==> src/rtl/mult_block_buffer_if.sv <==
// rtl/mult_block_buffer_if.sv - operand, memory and readback signal bundle for mult_block_buffer
interface mult_block_buffer_if #(
    parameter int IN_W   = 16,
    parameter int OUT_W  = 32,
    parameter int ADDR_W = 6
);
    logic              EN_mult;
    logic [IN_W-1:0]   mult_input0;
    logic [IN_W-1:0]   mult_input1;
    logic              EN_flush;
    logic              EN_blockRead;
    logic [OUT_W-1:0]  readMem_val;
    logic              RDY_mult;
    logic              EN_writeMem;
    logic [ADDR_W-1:0] writeMem_addr;
    logic [OUT_W-1:0]  writeMem_val;
    logic              EN_readMem;
    logic [ADDR_W-1:0] readMem_addr;
    logic              BLOCK_full;
    logic [ADDR_W:0]   blk_len;
    logic              VALID_memVal;
    logic              LAST_memVal;
    logic [OUT_W-1:0]  memVal_data;

    modport slave (
        input  EN_mult, mult_input0, mult_input1, EN_flush, EN_blockRead, readMem_val,
        output RDY_mult, EN_writeMem, writeMem_addr, writeMem_val, EN_readMem,
               readMem_addr, BLOCK_full, blk_len, VALID_memVal, LAST_memVal, memVal_data
    );

    modport master (
        output EN_mult, mult_input0, mult_input1, EN_flush, EN_blockRead, readMem_val,
        input  RDY_mult, EN_writeMem, writeMem_addr, writeMem_val, EN_readMem,
               readMem_addr, BLOCK_full, blk_len, VALID_memVal, LAST_memVal, memVal_data
    );
endinterface

==> src/rtl/mult_block_buffer.sv <==
// rtl/mult_block_buffer.sv - 2-stage multiplier filling an external memory block, read back on request
module mult_block_buffer #(
    parameter int IN_W   = 16,
    parameter int OUT_W  = 32,
    parameter int DEPTH  = 64,
    parameter int ADDR_W = $clog2(DEPTH),
    parameter int SIGNED = 0
) (
    input logic               CLK,
    input logic               RST_N,
    mult_block_buffer_if.slave bus
);
    typedef enum logic [1:0] {S_WRITE, S_DRAIN, S_FULL, S_READ} state_t;

    localparam int CNT_W = ADDR_W + 2;

    state_t              state_q, state_d;
    logic                s1_vld_q, s1_vld_d;
    logic [IN_W-1:0]     a_q, a_d, b_q, b_d;
    logic                s2_vld_q, s2_vld_d;
    logic [OUT_W-1:0]    prod_q, prod_d;
    logic [ADDR_W:0]     wr_cnt_q, wr_cnt_d;
    logic [ADDR_W:0]     rd_cnt_q, rd_cnt_d;
    logic                rd_vld_q, rd_vld_d;
    logic                rd_last_q, rd_last_d;

    logic [CNT_W-1:0]    occupancy;
    logic                rdy;
    logic                accept;
    logic                rd_last;
    logic [2*IN_W-1:0]   prod_raw;
    logic [2*IN_W-1:0]   op_a_ext, op_b_ext;
    logic [OUT_W-1:0]    prod_ext;

    // Words written plus words still in the pipeline; gating on this keeps every accepted product inside the block.
    assign occupancy = CNT_W'(wr_cnt_q) + CNT_W'(s1_vld_q) + CNT_W'(s2_vld_q);
    assign rdy       = RST_N && (state_q == S_WRITE) && (occupancy < CNT_W'(DEPTH));
    assign accept    = bus.EN_mult && rdy;
    assign rd_last   = (state_q == S_READ) && (rd_cnt_q == wr_cnt_q - 1'b1);

    always_comb begin
        op_a_ext = {{IN_W{1'b0}}, a_q};
        op_b_ext = {{IN_W{1'b0}}, b_q};
        if (SIGNED != 0) begin
            op_a_ext = {{IN_W{a_q[IN_W-1]}}, a_q};
            op_b_ext = {{IN_W{b_q[IN_W-1]}}, b_q};
        end
        prod_raw = op_a_ext * op_b_ext;
        prod_ext = OUT_W'(prod_raw);
        if (SIGNED != 0) begin
            prod_ext = OUT_W'(signed'(prod_raw));
        end
    end

    always_comb begin
        state_d   = state_q;
        s1_vld_d  = accept;
        a_d       = a_q;
        b_d       = b_q;
        s2_vld_d  = s1_vld_q;
        prod_d    = prod_q;
        wr_cnt_d  = wr_cnt_q;
        rd_cnt_d  = rd_cnt_q;
        rd_vld_d  = (state_q == S_READ);
        rd_last_d = rd_last;

        if (accept) begin
            a_d = bus.mult_input0;
            b_d = bus.mult_input1;
        end
        if (s1_vld_q) begin
            prod_d = prod_ext;
        end
        if (s2_vld_q) begin
            wr_cnt_d = wr_cnt_q + 1'b1;
        end

        case (state_q)
            S_WRITE: begin
                if (wr_cnt_d == (ADDR_W+1)'(DEPTH)) begin
                    state_d = S_FULL;
                end else if (bus.EN_flush && ((occupancy != '0) || accept)) begin
                    state_d = S_DRAIN;
                end
            end
            S_DRAIN: begin
                // The last in-flight word may still be writing this edge; wr_cnt_d already counts it.
                if (!s1_vld_q) begin
                    state_d = S_FULL;
                end
            end
            S_FULL: begin
                if (bus.EN_blockRead) begin
                    state_d  = S_READ;
                    rd_cnt_d = '0;
                end
            end
            S_READ: begin
                rd_cnt_d = rd_cnt_q + 1'b1;
                if (rd_last) begin
                    state_d  = S_WRITE;
                    wr_cnt_d = '0;
                    rd_cnt_d = '0;
                end
            end
            default: state_d = S_WRITE;
        endcase
    end

    always_ff @(posedge CLK or negedge RST_N) begin
        if (!RST_N) begin
            state_q   <= S_WRITE;
            s1_vld_q  <= 1'b0;
            a_q       <= '0;
            b_q       <= '0;
            s2_vld_q  <= 1'b0;
            prod_q    <= '0;
            wr_cnt_q  <= '0;
            rd_cnt_q  <= '0;
            rd_vld_q  <= 1'b0;
            rd_last_q <= 1'b0;
        end else begin
            state_q   <= state_d;
            s1_vld_q  <= s1_vld_d;
            a_q       <= a_d;
            b_q       <= b_d;
            s2_vld_q  <= s2_vld_d;
            prod_q    <= prod_d;
            wr_cnt_q  <= wr_cnt_d;
            rd_cnt_q  <= rd_cnt_d;
            rd_vld_q  <= rd_vld_d;
            rd_last_q <= rd_last_d;
        end
    end

    assign bus.RDY_mult      = rdy;
    assign bus.EN_writeMem   = s2_vld_q;
    assign bus.writeMem_addr = wr_cnt_q[ADDR_W-1:0];
    assign bus.writeMem_val  = prod_q;
    assign bus.EN_readMem    = (state_q == S_READ);
    assign bus.readMem_addr  = rd_cnt_q[ADDR_W-1:0];
    assign bus.BLOCK_full    = (state_q == S_FULL);
    assign bus.blk_len       = ((state_q == S_FULL) || (state_q == S_READ)) ? wr_cnt_q : '0;
    assign bus.VALID_memVal  = rd_vld_q;
    assign bus.LAST_memVal   = rd_last_q;
    assign bus.memVal_data   = bus.readMem_val;
endmodule
==> src/flat_wrapper.sv <==
// flat-port wrapper written by rule: the top's interface ports become plain ports
module mult_block_buffer_flat 
#(
    parameter int IN_W   = 16,
    parameter int OUT_W  = 32,
    parameter int DEPTH  = 64,
    parameter int ADDR_W = $clog2(DEPTH),
    parameter int SIGNED = 0
)
  (CLK, RST_N, bus_EN_mult, bus_mult_input0, bus_mult_input1, bus_EN_flush, bus_EN_blockRead, bus_readMem_val, bus_RDY_mult, bus_EN_writeMem, bus_writeMem_addr, bus_writeMem_val, bus_EN_readMem, bus_readMem_addr, bus_BLOCK_full, bus_blk_len, bus_VALID_memVal, bus_LAST_memVal, bus_memVal_data);
  mult_block_buffer_if #(.IN_W(IN_W), .OUT_W(OUT_W), .ADDR_W(ADDR_W)) bus_i ();
  input logic CLK;
  input logic RST_N;
  input wire logic [$bits(bus_i.EN_mult)-1:0] bus_EN_mult;
  input wire logic [$bits(bus_i.mult_input0)-1:0] bus_mult_input0;
  input wire logic [$bits(bus_i.mult_input1)-1:0] bus_mult_input1;
  input wire logic [$bits(bus_i.EN_flush)-1:0] bus_EN_flush;
  input wire logic [$bits(bus_i.EN_blockRead)-1:0] bus_EN_blockRead;
  input wire logic [$bits(bus_i.readMem_val)-1:0] bus_readMem_val;
  output wire logic [$bits(bus_i.RDY_mult)-1:0] bus_RDY_mult;
  output wire logic [$bits(bus_i.EN_writeMem)-1:0] bus_EN_writeMem;
  output wire logic [$bits(bus_i.writeMem_addr)-1:0] bus_writeMem_addr;
  output wire logic [$bits(bus_i.writeMem_val)-1:0] bus_writeMem_val;
  output wire logic [$bits(bus_i.EN_readMem)-1:0] bus_EN_readMem;
  output wire logic [$bits(bus_i.readMem_addr)-1:0] bus_readMem_addr;
  output wire logic [$bits(bus_i.BLOCK_full)-1:0] bus_BLOCK_full;
  output wire logic [$bits(bus_i.blk_len)-1:0] bus_blk_len;
  output wire logic [$bits(bus_i.VALID_memVal)-1:0] bus_VALID_memVal;
  output wire logic [$bits(bus_i.LAST_memVal)-1:0] bus_LAST_memVal;
  output wire logic [$bits(bus_i.memVal_data)-1:0] bus_memVal_data;
  assign bus_i.EN_mult = bus_EN_mult;
  assign bus_i.mult_input0 = bus_mult_input0;
  assign bus_i.mult_input1 = bus_mult_input1;
  assign bus_i.EN_flush = bus_EN_flush;
  assign bus_i.EN_blockRead = bus_EN_blockRead;
  assign bus_i.readMem_val = bus_readMem_val;
  assign bus_RDY_mult = bus_i.RDY_mult;
  assign bus_EN_writeMem = bus_i.EN_writeMem;
  assign bus_writeMem_addr = bus_i.writeMem_addr;
  assign bus_writeMem_val = bus_i.writeMem_val;
  assign bus_EN_readMem = bus_i.EN_readMem;
  assign bus_readMem_addr = bus_i.readMem_addr;
  assign bus_BLOCK_full = bus_i.BLOCK_full;
  assign bus_blk_len = bus_i.blk_len;
  assign bus_VALID_memVal = bus_i.VALID_memVal;
  assign bus_LAST_memVal = bus_i.LAST_memVal;
  assign bus_memVal_data = bus_i.memVal_data;
  mult_block_buffer #(.IN_W(IN_W), .OUT_W(OUT_W), .DEPTH(DEPTH), .ADDR_W(ADDR_W), .SIGNED(SIGNED)) u_core (.CLK(CLK), .RST_N(RST_N), .bus(bus_i));
endmodule
==> config.mk <==
export PLATFORM = sky130hd
export DESIGN_NAME = mult_block_buffer_flat
export DESIGN_NICKNAME = d
export VERILOG_FILES = /design/src/rtl/mult_block_buffer_if.sv /design/src/rtl/mult_block_buffer.sv /design/src/flat_wrapper.sv
export SDC_FILE = /design/constraint.sdc
export NUM_CORES = 1
export LEC_CHECK = 0
export CORE_ASPECT_RATIO = 1.75
export CORE_MARGIN = 5
export CORE_UTILIZATION = 42
export DETAILED_ROUTE_END_ITERATION = 8
export MAX_ROUTING_LAYER = met4
export PLACE_DENSITY = 0.66
export SLEW_MARGIN = 5
export SYNTH_ARGS = -nofsm -noshare
export SYNTH_HDL_FRONTEND = slang
export SYNTH_SLANG_ARGS = --single-unit
==> constraint.sdc <==
create_clock -name CLK -period 6.1 [get_ports CLK]
set_input_delay 0.61 -clock CLK [delete_from_list [all_inputs] [get_ports CLK]]
set_output_delay 0.61 -clock CLK [all_outputs]
set_load 0.005 [all_outputs]
; Word level (Yosys, flattened, before mapping)
; Index checks and enable logic that the tools add are counted.
[word_totals]
regBits = 84
latch_bits = 0
mem_bits_rw = 0
romBits = 0
in_bits = 69
word_cells = 51
mem_count = 0
[op_classes]
addsub = 5
n_mul = 1
n_div = 0
magnitude_cmp = 1
eq_ne = 9
n_shift = 0
muxes = 13
bitwise_logic = 0
n_reduce_logical = 12
[op_table]
columns = cell, count
row1 = 2-to-1 mux 7 bit, 6
row2 = multiplier 16 x 16 -> 32 bit, 1
row3 = "adder 7 x 1 -> 7 bit, second input constant", 2
row4 = one-hot mux 7 bit (2 select lines), 1
row5 = 2-to-1 mux 2 bit, 5
row6 = adder 7 x 1 -> 8 bit, 1
row7 = adder 8 x 1 -> 8 bit, 1
row8 = "less-than comparator 8 x 7 -> 1 bit, second input constant", 1
row9 = one-hot mux 2 bit (4 select lines), 1
row10 = nonzero test 8 bit, 1
row11 = equality test 7 bit, 1
row12 = "equality test 7 bit, second input constant", 1
row13 = "subtractor 7 x 1 -> 7 bit, second input constant", 1
row14 = "!= test 2 bit, second input constant", 3
row15 = logical AND 1 bit, 5
row16 = "equality test 2 bit, second input constant", 2
row17 = AND reduction 4 bit, 1
row18 = "!= test 3 bit, second input constant", 1
row19 = "equality test 2 x 1 -> 1 bit, second input constant", 1
row20 = zero test 2 bit, 1
row21 = logical OR 1 bit, 2
row22 = AND reduction 2 bit, 1
row23 = nonzero test 2 bit, 1

; Logic depth before layout (Yosys ltp)
; Gate-level depths: netlist of the first run.
[logic_depth]
depth_word = 10
depth_mapped = 23

; Worst setup path before layout of the first run
; OpenSTA, ideal clock, no wires.
[synth_path]
path_kind = register -> register
start = reg u_core.b_q[9]
end = reg u_core.prod_q[29], in the netlist u_core.bus.writeMem_val[29]
t_arrival_ps = 5711
required_time_ps = 5975
path_slack_ps = 265
stages_incl_launch_ff = 24
path_cell_list = dfrtp_1 -> clkbuf_1 -> clkbuf_1 -> nand2_1 -> fa_1 -> inv_1 -> fa_1 -> inv_1 -> fa_1 -> inv_1 -> fa_1 -> fa_1 -> inv_1 -> fa_1 -> inv_1 -> ha_1 -> clkbuf_1 -> nand4_1 -> nor3_1 -> a32oi_2 -> a211oi_1 -> nor2_1 -> xnor2_1 -> mux2_2
[synth_between]
elab_chain_len = 1
[synth_lines]
columns = item, line_no
row1 = "start, declared", mult_block_buffer.sv:19  ; logic [IN_W-1:0] a_q, a_d, b_q, b_d;
row2 = "start signal, assigned", mult_block_buffer.sv:115  ; b_q <= '0;
row3 = "start signal, assigned", mult_block_buffer.sv:126  ; b_q <= b_d;
row4 = multiplier 16 x 16 -> 32 bit, mult_block_buffer.sv:48  ; prod_raw = op_a_ext * op_b_ext;
row5 = "end signal, assigned", mult_block_buffer.sv:128  ; prod_q <= prod_d;
row6 = "end, declared", mult_block_buffer.sv:21  ; logic [OUT_W-1:0] prod_q, prod_d;
; No other way between the ends.
; A chain may end at the register's enable or synchronous reset.

; Final worst setup path of the first run
[layout_path]
start = reg u_core.a_q[5]
end = reg u_core.prod_q[18], in the netlist u_core.bus.writeMem_val[18]
[layout_between]
elab_chain_len = 1
[layout_lines]
columns = item, line_no
row1 = "start, declared", mult_block_buffer.sv:19
row2 = "start signal, assigned", mult_block_buffer.sv:114  ; a_q <= '0;
row3 = "start signal, assigned", mult_block_buffer.sv:125  ; a_q <= a_d;
row4 = multiplier 16 x 16 -> 32 bit, mult_block_buffer.sv:48
; No other way between the ends.

==> results.txt, run 1 <==
final instance area: 14700 um2
flops & latches, synth: 84
Final GP Congestion: 0.952
Max-cap violations: 0
Vias: 9780
# rows: 84
crit path kind: reg2reg
Worst-Margin Slew: 0.903 ns
antenna cells: 0
H-tree depth: 3
vias in the first global route: 11000
Distinct cells, synth: 65
Avg Synthesized Cell Area: 8.94 um2
CTS tree: done
wirelength, routed: 33.9 mm
Slew Viols, Final: 0
Overflow after GRT: 0
Data arrival, critical path: 6.14 ns
CP required: 6.35 ns
largest net degree at the start of global routing: 59
status: complete, no violations
Area growth, synth to finish: 15.0%
Synth top area share: 30.5%
Chip Height: 241 um
CTS sink cnt: 84
nets: 1892
fmax: 170 MHz
initial drt markers: 455
Async SR Flop Fraction: 100%
Core ar.: 30100 um2
crit end category: flip-flop
initial antenna violation count: 1
root buffer cell: clkbuf_16
DIE WIDTH: 142 um
Detailed Place HPWL: 28.3 mm
Post-Synthesis Cells: 1431
I/O pin total: 158
remaining antenna violation count: 0
Post-CTS Hold Buffers: 0
drt pass-1 iters: 5
Mapped Area: 12800 um2
Synth Flop Type: dfrtp_1
Post-Layout Cell Count: 1906
IO Port Bufs: 93
routed len/inst: 17.8 um
area leader, netlist: fa_1
setup repair after global routing missed its margin: false
Num CTS Buffers: 9
first-pass GRT wire length: 56.7 mm
Worst setup SP type: flip-flop
setup tns final: 0 ns
GRT Overall Usage: 21.9%
clock skew: 0.0103 ns
YS warnings: 0
EDFF count, synth: 0
final hold viol count: 0
Hold Path Class: in2async
Post-route DRC: 0
Max-Slew Margin vs Limit: 39.8%
Final Util: 48.9%
initial core utilization: 42.6%
Final min period: 5.89 ns
die area: 34200 um2
Inst Count DP: 1889
DP Area: 14300 um2
clock-pin slew on the worst setup and hold paths: 0.07 ns
Avg Vias per Cell: 5.13
Max Fanout on Critical Path: 9
syn nets: 1809
clock latency on the worst-skew pair: 0.38 ns
clk buf depth: 2
share of post-route cells with drive strength above 1: 11.1%
ranking of synthesized cells by area: fa_1, dfrtp_1, ha_1, nand2_1, inv_1
fin crit share: 96.5%
Final setup viols: 0
sequential area share after synthesis: 16.4%
## routing by layer
metal / track usage (%) / share of wire (%) / vias to the layer above
met3: 3.35 / 4.3 / 71
met1: 23.3 / 37 / 4899
met4: 8.06 / 3.2 / 0
li1: - / - / 4525
met5: - / 0 / -
met2: 40.5 / 56 / 285
## Yosys cell counts, drive strengths merged (2+ instances only)
| cell | instances |
|---|---|
| mux2 | 22 |
| inv | 253 |
| a21oi | 33 |
| clkbuf | 52 |
| nor3 | 7 |
| o21ai | 27 |
| nor2 | 33 |
| xor2 | 22 |
| nand4 | 16 |
| fa | 195 |
| o311ai | 2 |
| a211o | 3 |
| o21a | 2 |
| xnor2 | 23 |
| nand2b | 8 |
| o31ai | 3 |
| a211oi | 4 |
| buf | 51 |
| nor4 | 2 |
| a21o | 14 |
| dfrtp | 84 |
| nand3 | 16 |
| ha | 114 |
| mux2i | 5 |
| nor2b | 8 |
| a221oi | 3 |
| a221o | 2 |
| and3 | 7 |
| nand2 | 261 |
| o41ai | 2 |
| o21bai | 5 |
| and2 | 122 |
| a31oi | 7 |
## path summary, 6_finish.rpt
path | endpoint | cells past startpoint | slack, ns | start
hold reg to reg | u_core.bus.writeMem_val[29] | 1 | 0.51 | u_core.bus.writeMem_val[29]
min in group CLK | u_core.bus.writeMem_val[29] | 1 | 0.51 | u_core.bus.writeMem_val[29]
setup reg to reg | u_core.bus.writeMem_val[18] | 21 | 0.21 | u_core.a_q[5]
max in group asynchronous | u_core.b_q[7] | 2 | 4.75 | RST_N
setup / recovery | u_core.bus.writeMem_val[18] | 21 | 0.21 | u_core.a_q[5]
hold / removal | u_core.rd_cnt_q[5] | 1 | 0.16 | RST_N
## registers in the layout (all words and copies together) (netlist names)
name and count:
u_core.s1_vld_q 1, u_core.b_q 16, u_core.bus.EN_writeMem 1, u_core.bus.LAST_memVal 1
u_core.rd_cnt_q 7, u_core.bus.VALID_memVal 1, u_core.a_q 16, u_core.bus.writeMem_val 32
u_core.wr_cnt_q 7, u_core.state_q 2
## cells by family (layout without fill, tap and decap cells)
kind of cell    count (synthesis)  after routing  share of synthesized area, %
fa+ha+maj                     309            309                          41.7
xor+xnor                       45             45                          3.08
mux                            27             27                          2.36
flops                          84             84                          16.4
simple gates                  487            487                          17.9
compound gates                123            123                          6.78
buf+inv                       356            444                          11.8
## per-stage QoR
step | setup WS, ns | hold slack (ns)
floorplan | 0.265 | 0.314
global placement | 0.0612 | 0.490
detailed placement | 0.0240 | 0.495
CTS | 0.00141 | 0.154
global route | 0.00219 | 0.183
finish | 0.214 | 0.162
## cell type report
class                           count  area (um2)
Multi-Input combinational cell    991        9280
Clock buffer                        9         225
Fill cell                        2895       15400
Tap cell                          387         484
Sequential cell                    84        2130
Inverter                          253         950
Clock inverter                      7        78.8
Timing Repair Buffer              175        1560
## repair_timing
action                                  in CTS  in global routing
endpoints found under the setup margin       2                 14
buffers inserted                             0                  1
gates resized for setup                      2                 37
pin swaps                                    0                  3
## layout by cell type (no fill, tap or decap), types with 16 or more instances in the layout
cell / synthesis / final
dfrtp_1: 84 / 64
o21ai_0: 22 / 21
xnor2_1: 23 / 23
nor2_1: 33 / 32
dfrtp_2: 0 / 20
clkdlybuf4s50_1: 0 / 92
nand2_1: 261 / 261
fa_1: 195 / 195
nand3_1: 16 / 16
buf_4: 44 / 82
xor2_1: 22 / 22
mux2_2: 22 / 22
nand4_1: 16 / 16
ha_1: 114 / 111
and2_1: 122 / 122
inv_1: 253 / 252
a21oi_1: 33 / 28
## worst max-delay path, cell delays in order, from the launching register on
cell and delay [ns]:
dfrtp_1 0.43, buf_4 0.19, and2_1 0.17, fa_1 0.48, inv_1 0.05, fa_1 0.39, fa_1 0.54, inv_1 0.05
fa_1 0.52, fa_1 0.50, inv_1 0.05, fa_1 0.48, inv_1 0.04, ha_2 0.38, nand2_1 0.10, a211o_1 0.24
a41o_1 0.25, o211a_2 0.19, buf_4 0.17, o21bai_1 0.17, xor2_1 0.10, mux2_2 0.27
Power of run 1 is left out: the tool's default activity adds up to more than one toggle a clock period on the data nets, which glitch-free logic cannot reach.
==> inputs of run 2 (changes only) <==
Settings changed: CORE_UTILIZATION 42 to 38, PLACE_DENSITY 0.66 to 0.7, SKIP_LAST_GASP set to 1.
==> results.txt, run 2 (synthesis results as in run 1) <==
status: complete, no violations
CP top delay family: adder cells
most frequent cells in the layout: nand2_1, inv_1, fa_1, and2_1, ha_1
FF+latch area: 2130 um2
Area growth, synth to finish: 13.6%
clock latency on the worst-skew pair: 0.37 ns
remaining antenna violation count: 0
Detailed Place HPWL: 28.1 mm
Final min period: 5.93 ns
Worst setup SP type: flip-flop
crit-path cells: nand2_1 -> fa_1 -> inv_1 -> fa_1 -> inv_1 -> fa_1 -> inv_1 -> fa_1 -> fa_1 -> inv_1 -> fa_1 -> inv_1 -> ha_1 -> buf_4 -> inv_1 -> o21bai_1 -> a21oi_1 -> a221oi_1 -> a211oi_1 -> xnor2_1 -> mux2_2
Multi-input gate area: 9210 um2
Slew Viols, Final: 0
CTS sink cnt: 84
DIE WIDTH: 149 um
fmax: 169 MHz
initial core utilization: 38.2%
crit end category: flip-flop
Avg Vias per Cell: 5.00
most common cell after layout, fill and taps aside: nand2_1
CTS tree: done
Worst-Margin Slew: 0.812 ns
die area: 37600 um2
GRT Overall Usage: 19.5%
Max-Slew Margin vs Limit: 45.9%
Final GP Congestion: 0.963
crit path kind: reg2reg
FILL cells: 3221
share of post-route cells with drive strength above 1: 8.83%
Max-cap violations: 0
Final setup viols: 0
initial antenna violation count: 0
Post-route DRC: 0
crit-path max cell delay: 0.59 ns
clock-pin slew on the worst setup and hold paths: 0.07 ns
# rows: 89
setup repair after global routing missed its margin: true
Final Util: 43.3%
final hold viol count: 0
CP bufs+invs: 7
largest net degree at the start of global routing: 57
initial drt markers: 392
Chip Height: 253 um
wirelength, routed: 33.9 mm
routed len/inst: 17.4 um
root buffer cell: clkbuf_16
vias in the first global route: 10900
nets: 1868
dpl ws: -0.0827 ns
Num CTS Buffers: 9
H-tree depth: 3
Core ar.: 33500 um2
clk buf depth: 2
Data arrival, critical path: 6.18 ns
clock skew: 0.00872 ns
first-pass GRT wire length: 56.2 mm
Hold Path Class: in2async
Max Fanout on Critical Path: 14
antenna cells: 0
drt pass-1 iters: 5
Vias: 9750
CP max-delay cell: dfrtp_2
CP required: 6.36 ns
post-route setup slack: 0.173 ns
fin crit share: 97.2%
Largest register FFs: 32
IO Port Bufs: 93
Overflow after GRT: 0
I/O pin total: 158
run 2: changes by cell type in the layout (fill, tap and decap cells not counted), sizes merged:
cell      previous run  this run
inv                257       258
clkinv               3         0
buf                 83        59
clkinvlp             0         2
run 2: per-stage QoR:
| step | instances | hold slack (ns) | area, um2 | TNS [ns] |
|---|---|---|---|---|
| final | 1950 | 0.182 | 14500 | 0 |
| after global routing | 1950 | 0.193 | 14500 | -0.0579 |
| after global placement | 1929 | 0.493 | 14200 | -0.0236 |
| after detailed placement | 1929 | 0.495 | 14200 | -0.142 |
| after floorplan | 1431 | 0.314 | 12800 | 0 |
| after CTS | 1945 | 0.176 | 14400 | 0 |
run 2: cell type report:
class | instances | share of cell area (%)
repair buffers | 151 | 9.56
inverters | 253 | 6.54
well taps | 455 | 3.92
multi-input cells | 991 | 63.4
flip-flops and latches | 84 | 14.6
clock buffers | 9 | 1.55
clock inverters | 7 | 0.439
run 2: worst register-to-register path, delay by kind of cell, from the launching register on:
family / cells / cell delay, ns
AO/OA/AOI/OAI: 4 / 0.86
XOR/XNOR: 1 / 0.11
adder cells (fa/ha/maj): 7 / 3.37
buffers and inverters: 7 / 0.47
flip-flops: 1 / 0.59
multiplexers: 1 / 0.27
AND/OR/NAND/NOR: 1 / 0.14
run 2: final timing paths:
check                      depth (start not counted)                         from  slack [ns]                           to
max in group asynchronous                          2                        RST_N        4.68               u_core.a_q[13]
min                                                1                        RST_N        0.18   u_core.bus.writeMem_val[0]
max                                               21                u_core.b_q[8]        0.17  u_core.bus.writeMem_val[20]
max reg2reg                                       21                u_core.b_q[8]        0.17  u_core.bus.writeMem_val[20]
min in group CLK                                   1  u_core.bus.writeMem_val[23]        0.52  u_core.bus.writeMem_val[23]
min reg2reg                                        1  u_core.bus.writeMem_val[23]        0.52  u_core.bus.writeMem_val[23]
run 2: timing repair:
| item | CTS | global route |
|---|---|---|
| cloned | 0 | 0 |
| endpoints found under the setup margin | 3 | 10 |
| pin swaps | 0 | 1 |
| hold buffers | 0 | 0 |
| gates resized for setup | 5 | 17 |
| hold endpoints to repair | 0 | 0 |
| buffers inserted | 0 | 5 |
run 2: per-layer routing:
metal  vias to the layer above  GRT usage [%]  part of all wire [%]
li1                       4473              -                     -
met1                      4876           21.1                    36
met2                       296           35.2                    54
met3                       105           2.19                   4.0
met4                         0           9.59                   5.4
met5                         -              -                     0
Power of run 2 is left out for the same reason.
==> inputs of run 3 (changes only) <==
Clock period 6.1 ns to 4.9 ns, I/O delays scaled along.
==> results.txt, run 3 (synthesis results as in run 1) <==
Chip Height: 253 um
most common cell after layout, fill and taps aside: nand2_1
Final min period: 5.85 ns
Hold Path Class: in2async
Multi-input gate area: 9990 um2
Post-Layout Cell Count: 2099
Worst setup SP type: flip-flop
fmax: 171 MHz
die area: 37600 um2
Overflow after GRT: 0
status: complete, but fails checks
final hold viol count: 0
clock skew: 0.00765 ns
post-route setup slack: -0.955 ns
CP required: 5.16 ns
Worst-Margin Slew: 0.691 ns
clk buf depth: 2
Post-route DRC: 0
clock latency on the worst-skew pair: 0.37 ns
Num CTS Buffers: 9
root buffer cell: clkbuf_16
DIE WIDTH: 149 um
final instance area: 16700 um2
# rows: 89
I/O pin total: 158
clock-pin slew on the worst setup and hold paths: 0.07 ns
Max-cap violations: 0
CTS sink cnt: 84
Avg Vias per Cell: 4.96
largest net degree at the start of global routing: 49
crit end category: flip-flop
Largest register FFs: 32
Post-CTS Hold Buffers: 0
Data arrival, critical path: 6.11 ns
wirelength, routed: 36.3 mm
Final Util: 49.8%
Final GP Congestion: 0.927
first-pass GRT wire length: 58.5 mm
Final setup viols: 23
initial antenna violation count: 0
failing checks: negative setup slack
met1 usage: 21.5%
remaining antenna violation count: 0
setup repair after global routing missed its margin: true
vias in the first global route: 11700
IO Port Bufs: 93
DP Area: 15100 um2
Inst Count DP: 2034
Max Fanout on Critical Path: 4
nets: 2017
drt pass-1 iters: 5
GR Util met3: 2.83%
Core ar.: 33500 um2
H-tree depth: 3
CTS tree: done
crit path kind: reg2reg
Max-Slew Margin vs Limit: 53.9%
most frequent cells in the layout: nand2_1, inv_1, fa_1, buf_4, and2_1
worst hold slack: 0.112 ns
Detailed Place HPWL: 28.4 mm
flop-to-flop setup slack: -0.95 ns
initial core utilization: 38.2%
GRT met2 Usage: 35.6%
Vias: 10400
Area growth, synth to finish: 30.6%
FILL cells: 2962
FF+latch area: 2130 um2
routed len/inst: 17.3 um
fin crit share: 119%
share of post-route cells with drive strength above 1: 25.5%
Slew Viols, Final: 0
GRT Overall Usage: 20.1%
antenna cells: 0
FF-to-FF path depth: 20
initial drt markers: 443
GR peak layer: met2
[run 3: final cells by class]
type | instances | area share (%)
multi-input cells | 991 | 59.8
well taps | 455 | 3.41
clock inverters | 7 | 0.487
clock buffers | 9 | 1.35
flip-flops and latches | 84 | 12.8
repair buffers | 300 | 16.5
inverters | 253 | 5.70
[run 3: routing by layer]
layer	part of all wire [%]	wire [um]	up-vias
met5	0	0	-
met4	6.6	2390	0
met3	3.6	1320	138
met2	53	19400	309
met1	36	13300	5188
li1	-	-	4775
[run 3: path summary, 6_finish.rpt]
| kind | from | to |
|---|---|---|
| setup / recovery | u_core.a_q[8] | u_core.bus.writeMem_val[22] |
| hold / removal | RST_N | u_core.bus.writeMem_val[9] |
| setup reg to reg | u_core.a_q[8] | u_core.bus.writeMem_val[22] |
| hold reg to reg | u_core.bus.writeMem_val[11] | u_core.bus.writeMem_val[11] |
| max in group asynchronous | RST_N | u_core.b_q[13] |
| min in group CLK | u_core.bus.writeMem_val[11] | u_core.bus.writeMem_val[11] |
[run 3: critical path, cell delays in order, from the launching register on]
cell     delay (ns)
dfrtp_2        0.45
buf_6          0.14
buf_4          0.14
nand2_1        0.08
fa_1           0.45
fa_2           0.60
fa_2           0.44
fa_1           0.50
inv_1          0.06
fa_1           0.49
inv_1          0.05
fa_1           0.49
inv_2          0.05
ha_4           0.28
nand2_2        0.06
a211o_1        0.27
a41o_1         0.24
o211a_4        0.17
o41ai_4        0.33
xor2_1         0.15
mux2_4         0.27
[run 3: through the flow]
step / worst slack [ns] / setup TNS, ns
CTS: -0.928 / -15.10
floorplan: -0.571 / -7.37
global placement: -1.05 / -17.10
finish: -0.955 / -15.44
detailed placement: -1.03 / -17.51
global route: -1.09 / -18.83
[run 3: timing repair]
item	4_1_cts	5_1_grt
buffers inserted	28	28
gates cloned	1	0
setup endpoints to repair	23	23
gates resized for setup	112	119
pin swaps	45	87
Power of run 3 is left out for the same reason.
